## config.mk

```make
export PLATFORM = sky130hd
export DESIGN_NAME = mem_access_stage
export DESIGN_NICKNAME = d
export VERILOG_FILES = /design/src/rtl/mem_stage_pkg.sv /design/src/rtl/mem_load_ext.sv /design/src/rtl/mem_access_stage.sv
export SDC_FILE = /design/constraint.sdc
export NUM_CORES = 1
export LEC_CHECK = 0
export CAP_MARGIN = 30
export CORE_MARGIN = 4
export CORE_UTILIZATION = 55
export CTS_CLUSTER_DIAMETER = 30
export DETAILED_ROUTE_END_ITERATION = 8
export DONT_BUFFER_PORTS = 1
export GPL_TIMING_DRIVEN = 0
export MAX_ROUTING_LAYER = met4
export PLACE_DENSITY = 0.72
export SYNTH_ARGS = -nofsm -noshare
export SYNTH_HDL_FRONTEND = slang
export SYNTH_SLANG_ARGS = --single-unit
```

## constraint.sdc

```tcl
create_clock -name clk_i -period 2.5 [get_ports clk_i]
set_input_delay 0.625 -clock clk_i [delete_from_list [all_inputs] [get_ports clk_i]]
set_output_delay 0.625 -clock clk_i [all_outputs]
set_load 0.05 [all_outputs]
```

## src/rtl/mem_stage_pkg.sv

```systemverilog
// Shared definitions for the memory-access stage: funct3 encodings, FSM states and
// store byte-enable generation.
package mem_stage_pkg;

    localparam logic [2:0] F3_B  = 3'b000;
    localparam logic [2:0] F3_H  = 3'b001;
    localparam logic [2:0] F3_W  = 3'b010;
    localparam logic [2:0] F3_BU = 3'b100;
    localparam logic [2:0] F3_HU = 3'b101;

    typedef enum logic [1:0] {
        StIdle,
        StReq,
        StDone
    } state_e;

    // Unknown funct3 values fall back to a full-word enable.
    function automatic logic [3:0] be_gen(input logic [2:0] funct3, input logic [1:0] a);
        logic [3:0] be;
        case (funct3)
            F3_B, F3_BU: be = 4'b0001 << a;
            F3_H, F3_HU: be = 4'b0011 << {a[1], 1'b0};
            default:     be = 4'b1111;
        endcase
        return be;
    endfunction

endpackage

```

## src/rtl/mem_load_ext.sv

```systemverilog
// Load data lane selection and sign/zero extension for the memory-access stage.
module mem_load_ext
    import mem_stage_pkg::*;
(
    input  logic [2:0]  funct3_i,
    input  logic [1:0]  addr_lo_i,
    input  logic [31:0] rdata_i,
    output logic [31:0] data_o
);

    logic [7:0]  lane_b;
    logic [15:0] lane_h;

    always_comb begin
        case (addr_lo_i)
            2'd0:    lane_b = rdata_i[7:0];
            2'd1:    lane_b = rdata_i[15:8];
            2'd2:    lane_b = rdata_i[23:16];
            default: lane_b = rdata_i[31:24];
        endcase
        lane_h = addr_lo_i[1] ? rdata_i[31:16] : rdata_i[15:0];
    end

    always_comb begin
        case (funct3_i)
            F3_B:    data_o = {{24{lane_b[7]}}, lane_b};
            F3_BU:   data_o = {24'h0, lane_b};
            F3_H:    data_o = {{16{lane_h[15]}}, lane_h};
            F3_HU:   data_o = {16'h0, lane_h};
            default: data_o = rdata_i;
        endcase
    end

endmodule

```

## src/rtl/mem_access_stage.sv

```systemverilog
// Memory-access stage: turns load/store ops into req/ack transactions and stalls until done.
// Define MEM_MISALIGN_CHK_EN to flag and suppress misaligned halfword/word accesses.
module mem_access_stage
    import mem_stage_pkg::*;
#(
    parameter int unsigned TIMEOUT_CYC = 255,
    parameter int unsigned CNT_W       = 8
) (
    input  logic        clk_i,
    input  logic        rst_i,
    input  logic        valid_i,
    input  logic        MemRead_i,
    input  logic        MemWrite_i,
    input  logic [2:0]  funct3_i,
    input  logic [31:0] ALUout_i,
    input  logic [31:0] wdata_i,
    output logic        dm_req_o,
    output logic        dm_we_o,
    output logic [31:0] dm_addr_o,
    output logic [31:0] dm_wdata_o,
    output logic [3:0]  dm_be_o,
    input  logic        dm_ack_i,
    input  logic [31:0] dm_rdata_i,
    output logic [31:0] DMdata_o,
    output logic        stall_o,
    output logic        bus_err_o,
    output logic        misalign_o
);

    localparam logic [CNT_W-1:0] TO_LAST = CNT_W'((TIMEOUT_CYC == 0) ? 0 : TIMEOUT_CYC - 1);

    state_e           state_q, state_d;
    logic [CNT_W-1:0] cnt_q;
    logic             req_q, we_q, berr_q;
    logic [31:0]      addr_q, wdata_q, dmdata_q;
    logic [3:0]       be_q;
    logic [2:0]       f3_q;
    logic [1:0]       alo_q;

    logic        mem_op, misaligned, timeout, start, stall, mis_flag;
    logic [31:0] st_wdata, ld_data;

    assign mem_op  = valid_i & (MemRead_i | MemWrite_i);
    assign timeout = (TIMEOUT_CYC != 0) && (cnt_q == TO_LAST);

`ifdef MEM_MISALIGN_CHK_EN
    always_comb begin
        case (funct3_i)
            F3_B, F3_BU: misaligned = 1'b0;
            F3_H, F3_HU: misaligned = ALUout_i[0];
            default:     misaligned = (ALUout_i[1:0] != 2'b00);
        endcase
    end
`else
    assign misaligned = 1'b0;
`endif

    always_comb begin
        case (funct3_i)
            F3_B, F3_BU: st_wdata = {4{wdata_i[7:0]}};
            F3_H, F3_HU: st_wdata = {2{wdata_i[15:0]}};
            default:     st_wdata = wdata_i;
        endcase
    end

    always_comb begin
        state_d  = state_q;
        start    = 1'b0;
        stall    = 1'b0;
        mis_flag = 1'b0;
        case (state_q)
            StIdle: begin
                if (mem_op) begin
                    if (misaligned) begin
                        mis_flag = 1'b1;
                    end else begin
                        stall   = 1'b1;
                        start   = 1'b1;
                        state_d = StReq;
                    end
                end
            end
            StReq: begin
                stall = 1'b1;
                if (dm_ack_i || timeout) begin
                    state_d = StDone;
                end
            end
            // The op still presented here was already consumed; never restart from DONE.
            StDone:  state_d = StIdle;
            default: state_d = StIdle;
        endcase
    end

    always_ff @(posedge clk_i or negedge rst_i) begin
        if (!rst_i) begin
            state_q <= StIdle;
        end else begin
            state_q <= state_d;
        end
    end

    always_ff @(posedge clk_i or negedge rst_i) begin
        if (!rst_i) begin
            cnt_q    <= '0;
            req_q    <= 1'b0;
            we_q     <= 1'b0;
            berr_q   <= 1'b0;
            addr_q   <= '0;
            wdata_q  <= '0;
            dmdata_q <= '0;
            be_q     <= '0;
            f3_q     <= '0;
            alo_q    <= '0;
        end else begin
            berr_q <= 1'b0;
            if (start) begin
                req_q   <= 1'b1;
                we_q    <= MemWrite_i;
                addr_q  <= {ALUout_i[31:2], 2'b00};
                wdata_q <= st_wdata;
                be_q    <= MemWrite_i ? be_gen(funct3_i, ALUout_i[1:0]) : 4'b1111;
                f3_q    <= funct3_i;
                alo_q   <= ALUout_i[1:0];
                cnt_q   <= '0;
            end else if (mis_flag) begin
                dmdata_q <= '0;
            end else if (state_q == StReq) begin
                // Ack takes priority over a timeout landing in the same cycle.
                if (dm_ack_i) begin
                    req_q <= 1'b0;
                    if (!we_q) begin
                        dmdata_q <= ld_data;
                    end
                end else if (timeout) begin
                    req_q    <= 1'b0;
                    dmdata_q <= '0;
                    berr_q   <= 1'b1;
                end else if (cnt_q != '1) begin
                    cnt_q <= cnt_q + 1'b1;
                end
            end
        end
    end

    mem_load_ext u_load_ext (
        .funct3_i  (f3_q),
        .addr_lo_i (alo_q),
        .rdata_i   (dm_rdata_i),
        .data_o    (ld_data)
    );

    assign dm_req_o   = req_q;
    assign dm_we_o    = we_q;
    assign dm_addr_o  = addr_q;
    assign dm_wdata_o = wdata_q;
    assign dm_be_o    = be_q;
    assign DMdata_o   = dmdata_q;
    assign bus_err_o  = berr_q;
    // Reset forces the combinational outputs low as well.
    assign stall_o    = stall & rst_i;
    assign misalign_o = mis_flag & rst_i;

endmodule

```

# == Word-level counts from Yosys, hierarchy flattened ==
# Cells that the tools add are included.
# W data, S select, Z words.
# classes
shifts,2
reduce_logical,15
n_addsub,1
n_bitwise,4
muxes,28
eq_ne,16
# ops
op,n
$pmux W32 S4,1
$mux W32,3
$pmux W32 S2,1
$mux W8,5
$pmux W8 S3,1
$mux W16,1
$eq A3 B3 Y1 const B,4
$mux W1,10
$add A8 B1 Y8 const B,1
$eq A8 B8 Y1 const B,1
$ne A8 B8 Y1 const B,1
$pmux W4 S2,1
$reduce_and A4 Y1,2
$eq A3 B1 Y1 const B,2
$logic_not A3 Y1,2
$ne A2 B2 Y1 const B,3
$reduce_bool A2 Y1,3
$eq A2 B1 Y1 const B,2
$logic_not A2 Y1,2
$mux W2,2
$mux W4,1
$ne A2 B1 Y1 const B,2
$pmux W2 S2,1
$reduce_and A2 Y1,2
other kinds (10),12
# totals
reg_bits,116
output_inout_bits,105
inputBits,105

# == Longest topological paths before layout ==
# logic_depth
ltp_word,6
depth_mapped,7
ltp_nobuf,6

# == Hierarchy ==
# Synthesis repeated with hierarchy kept, for this count alone.
# hier_totals
hier_cells,607
area_unflattened_um2,6243.5
# by_module_without_submodules
module,seq_area_each_um2,cells_each,area_per_inst_um2,instances
mem_access_stage,2902.8,474,5273.8,1
mem_load_ext,0.0,133,969.7,1

# == Worst setup path before layout ==
# No wires, ideal clock.
# synth_timing
path_kind,input-to-output
from,in MemRead_i
to,out stall_o
t_arrival_ps,1534
path_stages,2
setup_slack_ps,341
t_required_ps,1875
cell_sequence,o21ai_0 > a21oi_1
# synth_via
elab_chain_len,5
# synth_lines
item,line_no,source
"start, declared",mem_access_stage.sv:12,"input logic MemRead_i,"
$or A1 B1 Y1,mem_access_stage.sv:43,assign mem_op = valid_i & (MemRead_i | MemWrite_i);
$and A1 B1 Y1,mem_access_stage.sv:43,
$mux W1,mem_access_stage.sv:73,if (mem_op) begin
$pmux W1 S2,mem_access_stage.sv:71,case (state_q)
$and A1 B1 Y1,mem_access_stage.sv:161,assign stall_o = stall & rst_i;
"end, declared",mem_access_stage.sv:25,"output logic stall_o,"
# No other way between the ends.

# == Worst setup path in the final report ==
# layout_timing
from,"reg we_q, in the netlist dm_we_o"
to,"reg dmdata_q[24], in the netlist DMdata_o[24]"
# layout_via
elab_chain_len,2
# layout_lines
item,line_no,source
"start, declared",mem_access_stage.sv:34,"logic req_q, we_q, berr_q;"
"start signal, assigned",mem_access_stage.sv:119,we_q <= MemWrite_i;
$ne A2 B2 Y1 (no source line),n/a,
$reduce_and A4 Y1 (no source line),n/a,
"end signal, assigned",mem_access_stage.sv:133,dmdata_q <= ld_data;
"end, declared",mem_access_stage.sv:35,"logic [31:0] addr_q, wdata_q, dmdata_q;"
# No other way between the ends.
# A chain may end at the register's enable or synchronous reset.

==> flow_summary.ini <==
[run_status]
run_status = finished, violations left
violations = negative hold slack

[yosys]
ys_warn_count = 0
ys_ff_latch = 116
syn-instance-count = 548
synth_cell_types = 52
synth_ff_type = dfrtp_1
syn_avg_cell_area_um2 = 9.745
yosysSeqAreaShare_pct = 54.36
synthArstFlopShare_pct = 100.0
syn_area_um2 = 5340
synth_edf_count = 0

[drt]
vias_per_cell = 5.913
routed-via-count = 4210
first_pass_iters = 8
wl_um = 14480
drt_iter0_drc = 213
drc = 0
drtAntennaViolNets = 0
wl_per_cell_um = 20.33

[run]
max_cap_viol_count = 0

[finish]
final-seq-area_um2 = 2903
nets = 677
n_antenna_cell = 0
multi_input_area_um2 = 2233
synthToLayoutAreaGrowth_pct = 14.22
drive_gt1_share_pct = 9.262
fillers = 733
final_area_um2 = 6100

[clocking]
clock-root-buffer = clkbuf_8
cts_max_path_buffers = 2
postCtsSetupRepairBufs = 0
cts_buffers = 17
clk_latency_ns = 0.51
htreeDepth = 4
cts_tree = yes
cts_sinks = 116
clk_pin_slew_worst_paths_ns = 0.06
post_cts_resized = 0

[power_and_ir_drop]
p_leak_nw = 2.851
vdd_drop_max_v = 0.0007283
power_density_nw_per_um2 = 1452

[setup_path]
cp-end-kind = flop
reg2reg_slack_ns = 0.39
critPathMaxFanout = 10
slowest_stage = dfrtp_1
timing.rr.start = dm_we_o
worstSetupPathType = reg -> reg
rr_endpoint = DMdata_o[24]
reg2reg_depth = 4
slowest_delay_ns = 0.58
cp.arrival_ns = 2.55
crit_required_ns = 2.94
crit_chain = nand3b_1, nor2_1, clkbuf_1, a221o_1
cp-start-kind = flop

[grt]
overflow = 0
first_global_vias = 4436
antenna_found_initial = 0
grtUsageTotal_pct = 27.13
grt_pass1_wl_um = 23510
grt_max_degree = 118

[floorplan]
die_h_um = 106.5
num_io_pins = 210
core_um2 = 9328
start_util_pct = 57.25
die_w_um = 106.5
dieArea_um2 = 11350
rows = 35

[placement]
gp_congestion = 0.8961
place_hpwl_um = 10450
placed_cell_area_um2 = 5517
port_buffers = 0

[sta]
hold_viol = 116
rsz0062_at_grt = no
period_minus_slack_ns = 2.108
hold_ws_ns = -0.1924
slew_headroom_pct = 41.40
final-max-slew-violation-count = 0
final-setup-viol-count = 0
clock_skew_ns = 0.004995
fmax_mhz = 474.4
worstMarginPinSlew_ns = 0.8757
setup_tns_ns = 0
period_share_pct = 84.32

[hold_path]
hp-class = in -> async
[state kept, by name (all words and copies together) (netlist names)]
| signal | count |
|---|---|
| bus_err_o | 1 |
| dm_addr_o | 30 |
| dm_we_o | 1 |
| dm_be_o | 4 |
| dm_req_o | 1 |
| alo_q | 2 |
| cnt_q | 8 |
| f3_q | 3 |
| dm_wdata_o | 32 |
| DMdata_o | 32 |
| state_q | 2 |
[worst max-delay path by stage]
| stage | slack [ns] | depth (start not counted) | from | to |
|---|---|---|---|---|
| global placement | 0.18 | 6 | MemRead_i | state_q[0] |
| CTS | 0.37 | 4 | dm_we_o | DMdata_o[22] |
| finish | 0.39 | 4 | dm_we_o | DMdata_o[24] |
| detailed placement | 0.15 | 6 | MemRead_i | state_q[0] |
| floorplan | 0.34 | 2 | MemRead_i | stall_o |
| global route | 0.26 | 5 | dm_we_o | DMdata_o[3] |
[per-stage QoR]
step	hold WS [ns]	worst slack (ns)	std cells	utilization, %	total power [mW]
global route	-0.2162	0.2647	712	65.39	9.267
finish	-0.1924	0.3920	712	65.39	8.859
floorplan	0.3294	0.3413	550	-	6.056
global placement	0.3326	0.1849	679	59.06	6.435
detailed placement	0.3321	0.1455	680	59.14	6.521
CTS	-0.2146	0.3707	712	65.39	8.913
[Yosys cell counts, types with 3 or more instances]
cell type	n	area (µm²)
nand2_1	156	585.6
dfrtp_1	116	2903
o21ai_0	40	200.2
mux2i_1	32	320.3
a21oi_1	26	130.1
nor2_1	25	93.84
clkbuf_1	22	82.58
a221o_1	16	160.2
inv_1	12	45.04
o221ai_1	11	96.34
nand3_1	10	50.05
nand2b_1	9	56.30
a32o_1	8	80.08
or3_1	6	37.54
buf_1	5	18.77
buf_2	4	20.02
buf_4	3	22.52
nor2b_1	3	18.77
o2bb2ai_1	3	26.28
[cell type report]
type                    count  area share [%]
plain buffers              36           2.728
multi-input cells         386           36.62
flip-flops and latches    116           47.59
repair buffers              1          0.1231
clock inverters            14           2.544
well taps                 129           2.646
inverters                  12          0.7385
clock buffers              18           7.015
[logic make-up after synthesis]
logic type / synth area share (%)
and+or+nand+nor: 18.35
AOI/OAI and AO/OA: 15.70
DFF: 54.36
buffers and inverters: 3.960
muxes: 6.771
adders and majority gates: 0.4685
xor gates and xnor gates: 0.3281
other: 0.07022
[routing by layer]
layer | GRT usage, % | vias up | wire length, µm
met3 | 10.38 | 20 | 1675
met5 | - | - | 0
met4 | 9.224 | 0 | 209
met1 | 31.34 | 2033 | 5424
met2 | 43.71 | 213 | 7168
li1 | - | 1944 | -
[critical path, delay by kind of cell, from the launching register on]
family | cells | cell delay (ns)
buf+inv | 1 | 0.40
flops | 1 | 0.58
simple gates | 2 | 0.85
compound gates | 1 | 0.22
[where the power goes]
group	total (mW)	internal [mW]	switching (mW)
registers	5.09	2.47	2.62
clock network	2.39	1.45	0.932
logic	1.38	0.601	0.783
[layout by cell type (no fill, tap or decap), drive strengths merged, types with 3 or more instances in the layout]
cell	instances
a21oi	26
a221o	16
a32o	8
buf	15
clkbuf	40
clkinv	8
conb	3
dfrtp	116
inv	14
mux2	3
mux2i	32
nand2	156
nand2b	9
nand3	10
nor2	26
nor2b	3
o21ai	41
o221ai	11
o2bb2ai	3
or3	6
Power figures use the tool's default switching activity.
